### src/rtl/run_monitor_pkg.sv
// Shared state encodings and helpers for the run controller.
// The status output carries the raw state code, so these values are also the status legend.
package run_monitor_pkg;

  localparam logic [1:0] RUN_ST_HOLD    = 2'b00;
  localparam logic [1:0] RUN_ST_RUN     = 2'b01;
  localparam logic [1:0] RUN_ST_DONE    = 2'b10;
  localparam logic [1:0] RUN_ST_TIMEOUT = 2'b11;

  // Widest core vector the retire popcount accepts; narrower vectors are zero-extended.
  localparam int unsigned POP_W = 64;

  function automatic logic [31:0] popcount(input logic [POP_W-1:0] v);
    logic [31:0] n;
    n = '0;
    for (int i = 0; i < POP_W; i++) begin
      n = n + 32'(v[i]);
    end
    return n;
  endfunction

endpackage

### src/rtl/run_monitor_sat_counter.sv
// Saturating up-counter: adds a (W+1)-bit increment and clamps at all-ones instead of wrapping.
// A clear takes priority over an increment on the same edge.
module sat_counter #(
  parameter int unsigned W = 32
) (
  input  logic         clk_i,
  input  logic         rst_i,
  input  logic         clr_i,
  input  logic         inc_en_i,
  input  logic [W:0]   inc_i,
  output logic [W-1:0] q_o
);

  logic [W-1:0] q_q;
  logic [W-1:0] q_d;
  logic [W:0]   sum;

  always_comb begin
    sum = {1'b0, q_q} + inc_i;
    q_d = q_q;
    if (clr_i) begin
      q_d = '0;
    end else if (inc_en_i) begin
      q_d = sum[W] ? '1 : sum[W-1:0];
    end
  end

  always_ff @(posedge clk_i or posedge rst_i) begin
    if (rst_i) begin
      q_q <= '0;
    end else begin
      q_q <= q_d;
    end
  end

  assign q_o = q_q;

endmodule

### src/rtl/run_monitor.sv
// Run controller: stretches reset into a core reset, counts run cycles and retires,
// and ends the run on all-cores-halted (DONE) or on a cycle limit / retire stall (TIMEOUT).
module run_monitor
  import run_monitor_pkg::*;
#(
  parameter int unsigned NUM_CORES    = 1,
  parameter int unsigned CNT_W        = 32,
  parameter int unsigned RESET_CYCLES = 2,
  parameter int unsigned MAX_CYCLES   = 30000,
  parameter int unsigned WDOG_CYCLES  = 1024
) (
  input  logic                 clk,
  input  logic                 reset,
  input  logic                 restart,
  input  logic [NUM_CORES-1:0] core_halt,
  input  logic [NUM_CORES-1:0] core_retire,
  output logic                 core_reset,
  output logic [1:0]           status,
  output logic                 stall_flag,
  output logic [NUM_CORES-1:0] halted_mask,
  output logic [CNT_W-1:0]     cycle_count,
  output logic [CNT_W-1:0]     retire_count
);

  // hold_q counts 0..RESET_CYCLES-1; the watchdog never needs to hold more than WDOG_CYCLES-1.
  localparam int unsigned HOLD_W = (RESET_CYCLES < 2) ? 1 : $clog2(RESET_CYCLES);
  localparam int unsigned WD_W   = (WDOG_CYCLES < 2) ? 1 : $clog2(WDOG_CYCLES);

  logic [1:0]           state_q, state_d;
  logic [HOLD_W-1:0]    hold_q, hold_d;
  logic [NUM_CORES-1:0] mask_q, mask_d;
  logic                 core_reset_q, core_reset_d;
  logic                 stall_q, stall_d;

  logic [CNT_W-1:0]     cycle_w;
  logic [CNT_W-1:0]     retire_w;
  logic [WD_W-1:0]      wdog_w;

  logic                 in_run;
  logic                 restart_go;
  logic [NUM_CORES-1:0] qual_retire;
  logic [NUM_CORES-1:0] mask_merged;
  logic                 all_halted;
  logic                 limit_hit;
  logic                 wdog_hit;
  logic [CNT_W:0]       retire_inc;

  assign in_run      = (state_q == RUN_ST_RUN);
  assign restart_go  = restart && ((state_q == RUN_ST_DONE) || (state_q == RUN_ST_TIMEOUT));
  // A core stops contributing retires once its halt bit is already latched.
  assign qual_retire = core_retire & ~mask_q;
  assign mask_merged = mask_q | core_halt;
  assign all_halted  = &mask_merged;
  assign retire_inc  = (CNT_W+1)'(popcount(POP_W'(qual_retire)));

  assign limit_hit = (MAX_CYCLES != 0) &&
                     ((64'(cycle_w) + 64'd1) == 64'(MAX_CYCLES));
  assign wdog_hit  = (WDOG_CYCLES != 0) && !(|qual_retire) &&
                     ((64'(wdog_w) + 64'd1) == 64'(WDOG_CYCLES));

  always_comb begin
    state_d      = state_q;
    hold_d       = hold_q;
    mask_d       = mask_q;
    core_reset_d = core_reset_q;
    stall_d      = stall_q;
    case (state_q)
      RUN_ST_HOLD: begin
        if (hold_q == HOLD_W'(RESET_CYCLES - 1)) begin
          state_d      = RUN_ST_RUN;
          hold_d       = '0;
          core_reset_d = 1'b0;
        end else begin
          hold_d = hold_q + 1'b1;
        end
      end
      RUN_ST_RUN: begin
        mask_d = mask_merged;
        // Completion outranks both timeout causes on the same edge.
        if (all_halted) begin
          state_d = RUN_ST_DONE;
        end else if (limit_hit) begin
          state_d = RUN_ST_TIMEOUT;
          stall_d = 1'b0;
        end else if (wdog_hit) begin
          state_d = RUN_ST_TIMEOUT;
          stall_d = 1'b1;
        end
      end
      default: begin
        if (restart_go) begin
          state_d      = RUN_ST_HOLD;
          hold_d       = '0;
          mask_d       = '0;
          stall_d      = 1'b0;
          core_reset_d = 1'b1;
        end
      end
    endcase
  end

  always_ff @(posedge clk or posedge reset) begin
    if (reset) begin
      state_q      <= RUN_ST_HOLD;
      hold_q       <= '0;
      mask_q       <= '0;
      core_reset_q <= 1'b1;
      stall_q      <= 1'b0;
    end else begin
      state_q      <= state_d;
      hold_q       <= hold_d;
      mask_q       <= mask_d;
      core_reset_q <= core_reset_d;
      stall_q      <= stall_d;
    end
  end

  sat_counter #(.W(CNT_W)) u_cycle_cnt (
    .clk_i    (clk),
    .rst_i    (reset),
    .clr_i    (restart_go),
    .inc_en_i (in_run),
    .inc_i    ((CNT_W+1)'(1)),
    .q_o      (cycle_w)
  );

  sat_counter #(.W(CNT_W)) u_retire_cnt (
    .clk_i    (clk),
    .rst_i    (reset),
    .clr_i    (restart_go),
    .inc_en_i (in_run),
    .inc_i    (retire_inc),
    .q_o      (retire_w)
  );

  // Watchdog restarts from zero on every counted retire and otherwise ticks once per run cycle.
  sat_counter #(.W(WD_W)) u_wdog_cnt (
    .clk_i    (clk),
    .rst_i    (reset),
    .clr_i    (restart_go || (in_run && (|qual_retire))),
    .inc_en_i (in_run),
    .inc_i    ((WD_W+1)'(1)),
    .q_o      (wdog_w)
  );

  assign core_reset   = core_reset_q;
  assign status       = state_q;
  assign stall_flag   = stall_q;
  assign halted_mask  = mask_q;
  assign cycle_count  = cycle_w;
  assign retire_count = retire_w;

endmodule
### config.mk
export PLATFORM = sky130hd
export DESIGN_NAME = run_monitor
export DESIGN_NICKNAME = d
export VERILOG_FILES = /design/src/rtl/run_monitor_pkg.sv /design/src/rtl/run_monitor_sat_counter.sv /design/src/rtl/run_monitor.sv
export SDC_FILE = /design/constraint.sdc
export NUM_CORES = 1
export LEC_CHECK = 0
export CELL_PAD_IN_SITES_DETAIL_PLACEMENT = 2
export CELL_PAD_IN_SITES_GLOBAL_PLACEMENT = 2
export CORE_ASPECT_RATIO = 0.9
export CORE_UTILIZATION = 35
export DETAILED_ROUTE_END_ITERATION = 8
export PLACE_DENSITY_LB_ADDON = 0.1
export SLEW_MARGIN = 5
export SYNTH_ARGS = -nofsm -noshare
export SYNTH_HDL_FRONTEND = slang
export SYNTH_SLANG_ARGS = --single-unit
### constraint.sdc
create_clock -name clk -period 5.4 [get_ports clk]
set_input_delay 1.08 -clock clk [delete_from_list [all_inputs] [get_ports clk]]
set_output_delay 1.08 -clock clk [all_outputs]
set_load 0.02 [all_outputs]
# Word-level counts from Yosys, hierarchy flattened
# Index checks and enable logic that the tools add are counted.
[op_classes]
reduce_logical = 16
eq_ne = 9
add_sub_neg = 6
n_bitwise = 5
muxes = 26
[op_table]
columns = ["operator", "n"]
rows = [
  ["$mux W32", 6],
  ["$add A32 B1 Y33 const B", 2],
  ["$add A32 B1 Y33", 1],
  ["$eq A33 B15 Y1 const B", 1],
  ["$mux W10", 3],
  ["$add A10 B1 Y11 const B", 2],
  ["$eq A11 B11 Y1 const B", 1],
  ["$mux W2", 5],
  ["$pmux W1 S2", 4],
  ["$mux W1", 7],
  ["$reduce_and A3 Y1", 2],
  ["$reduce_bool A2 Y1", 3],
  ["$eq A2 B2 Y1 const B", 2],
  ["$ne A2 B2 Y1 const B", 2],
  ["$ne A4 B1 Y1 const B", 1],
  ["$pmux W2 S2", 1],
  ["$reduce_and A2 Y1", 2],
  ["$reduce_and A4 Y1", 1],
  ["$logic_and A1 B1 Y1", 3],
  ["$ne A3 B1 Y1 const B", 1],
  ["$not A1 Y1", 3],
  ["$reduce_bool A3 Y1", 1],
  ["$eq A2 B1 Y1 const B", 1],
  ["$logic_not A2 Y1", 1],
  ["other kinds (5)", 6],
]
[totals]
out_inout_bits = 69
in_bits = 5
elab_cells = 70
ff_bits = 80

# Depth between registers and ports, before layout
[depth]
ltp_word = 8
mapped_depth = 12
mapped_depth_nobuf = 11

# By module
# From an unflattened synthesis, not the netlist that was laid out.
[hier_totals]
cells_unflattened = 900
hier_area_um2 = 7855.0
[by_module_without_submodules]
columns = ["module", "area_per_inst_um2", "instances", "seq_area_each_um2", "cells_per_inst"]
rows = [
  ["sat_counter at u_retire_cnt", 3095.5, 1, 800.8, 343],
  ["sat_counter at u_cycle_cnt", 3064.2, 1, 800.8, 340],
  ["sat_counter at u_wdog_cnt", 849.6, 1, 250.2, 96],
  ["run_monitor", 845.8, 1, 151.4, 121],
]

# Worst setup path before layout
# OpenSTA, ideal clock, no wires.
[synth_path]
path_type = "input -> register"
from = "input core_retire"
to = "register u_retire_cnt.q_q[6] (netlist: u_retire_cnt.q_o[6])"
t_required_ps = 5301
setup_ps = 99
arrival_time_ps = 3402
n_path_buf = 2
path_slack_ps = 1898
path_stages = 11
cell_sequence = "nand2b_1 -> inv_1 -> ha_1 -> ha_1 -> nand4_1 -> or3_1 -> or4_4 -> buf_6 -> and2_4 -> buf_6 -> a311oi_1"
[synth_between]
elab_chain_len = 5
[synth_lines]
columns = ["element", "line_no", "text"]
rows = [
  ["from (decl)", "run_monitor.sv:16", "input logic [NUM_CORES-1:0] core_retire,"],
  ["$and A1 B1 Y1", "run_monitor.sv:51", "assign qual_retire = core_retire & ~mask_q;"],
  ["$add A32 B1 Y33", "run_monitor_sat_counter.sv:19", "sum = {1'b0, q_q} + inc_i;"],
  ["$mux W32", "run_monitor_sat_counter.sv:24", "q_d = sum[W] ? '1 : sum[W-1:0];"],
  ["$mux W32", "run_monitor_sat_counter.sv:23", "end else if (inc_en_i) begin"],
  ["$mux W32", "run_monitor_sat_counter.sv:21", "if (clr_i) begin"],
  ["to (signal assigned)", "run_monitor_sat_counter.sv:32", "q_q <= q_d;"],
  ["to (decl)", "run_monitor_sat_counter.sv:14", "logic [W-1:0] q_q;"],
]
# Every way passes these cells. The select of a mux whose other input is x is not followed.
# A chain may end at the register's enable or synchronous reset.

# Final worst setup path
[layout_path]
from = "input core_retire"
to = "register u_retire_cnt.q_q[23] (netlist: u_retire_cnt.q_o[23])"
# Same word-level chain as after synthesis.

==> run metrics <==
run status=finished clean; DRC violations left=0; endpoint arrival time on the critical path=4.39 ns; Worst Setup Start Kind=input port; RSZ-0062 raised after global routing=no; Antenna Nets Post-Route=0; path class of the lowest-slack min-delay path=flop to flop; final net count=just under 700; register-to-register setup slack=roughly 1.9 ns; synthesized netlist net count=619; Power Dens Cells=339 nW/um^2; number of placed cells counting well taps=around 840; CORE AREA=between 10,000 and 15,000 um^2; Max IR drop VDD=between 0.2 and 0.25 mV; layout cell share with drive strength beyond 1=6.75%; Max Slew Vio Count=0; largest net degree at the start of global routing=57; Clock Sink Count=80; maximum root-to-sink buffer count=2; final hold viol count=0; share of the cycle needed by the critical path after routing=76.5%; I/O pin total=74; most repeated cell in the gate-level netlist after synthesis=sky130_fd_sc_hd__dfrtp_1; global placer's final weighted congestion=about 0.81; Worst Hold Slack=0.484 ns; critical path fanouts, max=8; final critical delay including setup and external delays=4.13 ns; first-pass iteration count of the detailed router=4; Via-to-Cell Ratio=6.11; Fillers=1,601; post-synth design cell area=about 5000 um^2; Final setup violation count=0; clk_skew=0.00781 ns; floorplan die width=129 um; number of gates given a new drive strength after cts=0; number of cells on the worst reg-to-reg path=8; vias in the first global route=between 5,000 and 6,000; global-route total usage across every layer=between 20% and 30%; number of buffers inserted during clock tree synthesis=9; CTS Hold Bufs=0; register clock-pin slew on the reported worst setup and hold paths=around 0.070 ns; remaining max-slew budget at the tightest pin=between 20 and 30%; root buffer cell=sky130_fd_sc_hd__clkbuf_16; sequential cell area fraction in the yosys report=around two fifths; most common library cells after synthesis=79 x sky130_fd_sc_hd__dfrtp_1, 64 x sky130_fd_sc_hd__a21oi_1, 60 x sky130_fd_sc_hd__nor2_1, 49 x sky130_fd_sc_hd__nand2_1, 44 x sky130_fd_sc_hd__o21ai_0; FF+latch count, synth=80; leakage dissipation=between 2 and 2.5 nW; total power consumption of the routed design=0.00211 W; wire length after detailed routing=between 15 and 20 mm; Initial Util=35.9%; TritonCTS clock tree=built; Post-CTS Setup Repair Bufs=0; antenna violations before repair=0; family with the most delay on the worst path=simple AND/OR/NAND/NOR gates; first-iteration detailed-routing DRC count=224; total stage count of the critical path=12; max incr delay on CP=~0.73 ns; largest cells by area after synthesis=sky130_fd_sc_hd__dfrtp_1 39%, sky130_fd_sc_hd__a21oi_1 6.3%, sky130_fd_sc_hd__nor2_1 4.5%; vertical die dimension=116 um; count of non-filler cells in the finished layout=860; remaining global-route overflow=0; area leader, netlist=sky130_fd_sc_hd__dfrtp_1; cell breakdown of the critical path=clkdlybuf4s50_1 > nand2b_1 > inv_1 > ha_1 > ha_1 > nand4_1 > nor3_1 > nand3_1 > or4_1 > nand2b_1 > a21oi_1 > a311oi_1; maximum clock frequency=0.242 GHz; maximum capacitance violations=0; Area Growth Syn to Fin=23.7%; insertion delay to the later sink of the worst-skew pair=0.36 ns; mean instance size in the synthesized netlist=a little over 8 um^2; row cnt=41; diodes inserted=0; kind of capture point of the worst setup path=flop; synthesized netlist cell count=608; critical path class=input port to flop; number of distinct standard cells referenced by the synthesized netlist=61; area of placed instances=between 5000 and 6000 um^2; CP Buf/Inv Count=2; area of all placed cells without fillers=6240 um^2; summed negative setup slack over all endpoints=0 ns; number of instances on the worst hold path=1; WL/cell=22.6 um; required time worst endpoint=~5.7 ns; Port-buffer cells=73; dominant register cell in the synthesized netlist=sky130_fd_sc_hd__dfrtp_1; share of flip-flops with an asynchronous set or reset=100%; dpl hpwl=approximately 13 mm; number of synthesized flops with an enable pin=0; count of synthesis-stage warnings from yosys=0; slew at the pin closest to its max-slew limit=1.09 ns; global-route wire length before repair=about 31 mm; CTS H-tree depth=3; number of vias after detailed routing=5,255; fraction of post-synthesis cell area in the top cell type by area=39.2%; Max stage delay cell, worst path=sky130_fd_sc_hd__or4_1; Die ar.=14,900 um^2
==> through the flow <==
stage          util [%]  setup WS, ns
2_1_floorplan         -          1.90
3_3_place_gp       42.1          1.15
3_5_place_dp       42.1         0.955
4_1_cts            44.4          1.31
5_1_grt            44.4          1.02
6_report           44.4          1.27
==> where the power goes <==
group	leakage (nW)	internal (W)	switching [W]
registers	1.09	0.000654	0.0000942
logic	1.04	0.000203	0.000457
clock network	0.159	0.000433	0.000274
==> layout make-up <==
cell class | count | area [um^2] | area share [%]
Clock buffer | 12 | 256 | 4.11
Sequential cell | 80 | 2000 | 32.1
Tap cell | 193 | 241 | 3.87
Multi-Input combinational cell | 478 | 2830 | 45.4
Timing Repair Buffer | 80 | 783 | 12.5
Inverter | 13 | 50.0 | 0.801
Clock inverter | 4 | 76.3 | 1.22
==> worst paths after layout <==
kind / startpoint / endpoint
worst max-delay path: core_retire / u_retire_cnt.q_o[23]
worst min-delay path: hold_q / core_reset
worst max register to register: u_cycle_cnt.q_o[0] / u_cycle_cnt.q_o[19]
worst min register to register: hold_q / core_reset
max in group asynchronous: reset / u_wdog_cnt.q_o[8]
min in group asynchronous: reset / u_cycle_cnt.q_o[0]
==> sequential cells by signal (all words and copies together) (netlist names) <==
| name | flops |
|---|---|
| u_wdog_cnt.q_o | 10 |
| hold_q | 1 |
| stall_flag | 1 |
| status | 2 |
| u_cycle_cnt.q_o | 32 |
| u_retire_cnt.q_o | 32 |
| halted_mask | 1 |
| core_reset | 1 |
==> logic make-up (layout without fill, tap and decap cells) <==
group / count (synthesis) / after routing / synth area share, %
buffers and inverters: 50 / 109 / 4.34
and+or+nand+nor: 273 / 273 / 28.2
AOI/OAI and AO/OA: 185 / 185 / 23.8
muxes: 4 / 4 / 0.818
DFF: 80 / 80 / 39.7
adders and majority gates: 6 / 6 / 1.49
xor gates and xnor gates: 10 / 10 / 1.74
==> per-layer routing <==
layer	global-route usage, %	part of all wire, %	up-vias	wire length (um)
met2	47.6	50	75	9640
met5	0	0	-	0
met3	4.71	2.5	16	487
li1	-	-	2409	-
met1	35.3	47	2755	9090
met4	6.90	1.2	0	228
==> layout by cell type (no fill, tap or decap), types with 8 or more instances in the layout <==
master                            netlist  final
sky130_fd_sc_hd__nor3_1                25     25
sky130_fd_sc_hd__clkbuf_16              0      9
sky130_fd_sc_hd__dfrtp_1               79     79
sky130_fd_sc_hd__o21ai_0               44     44
sky130_fd_sc_hd__and3_1                17     17
sky130_fd_sc_hd__nand2_1               49     49
sky130_fd_sc_hd__a21oi_1               64     64
sky130_fd_sc_hd__nand3_1               43     43
sky130_fd_sc_hd__inv_1                 13     12
sky130_fd_sc_hd__clkdlybuf4s50_1        0     73
sky130_fd_sc_hd__nor4_1                11     11
sky130_fd_sc_hd__nor2_1                60     60
sky130_fd_sc_hd__a31oi_1                8      8
sky130_fd_sc_hd__nand4_1               24     24
sky130_fd_sc_hd__a311oi_1              23     23
(Power assumes the default switching activity.)
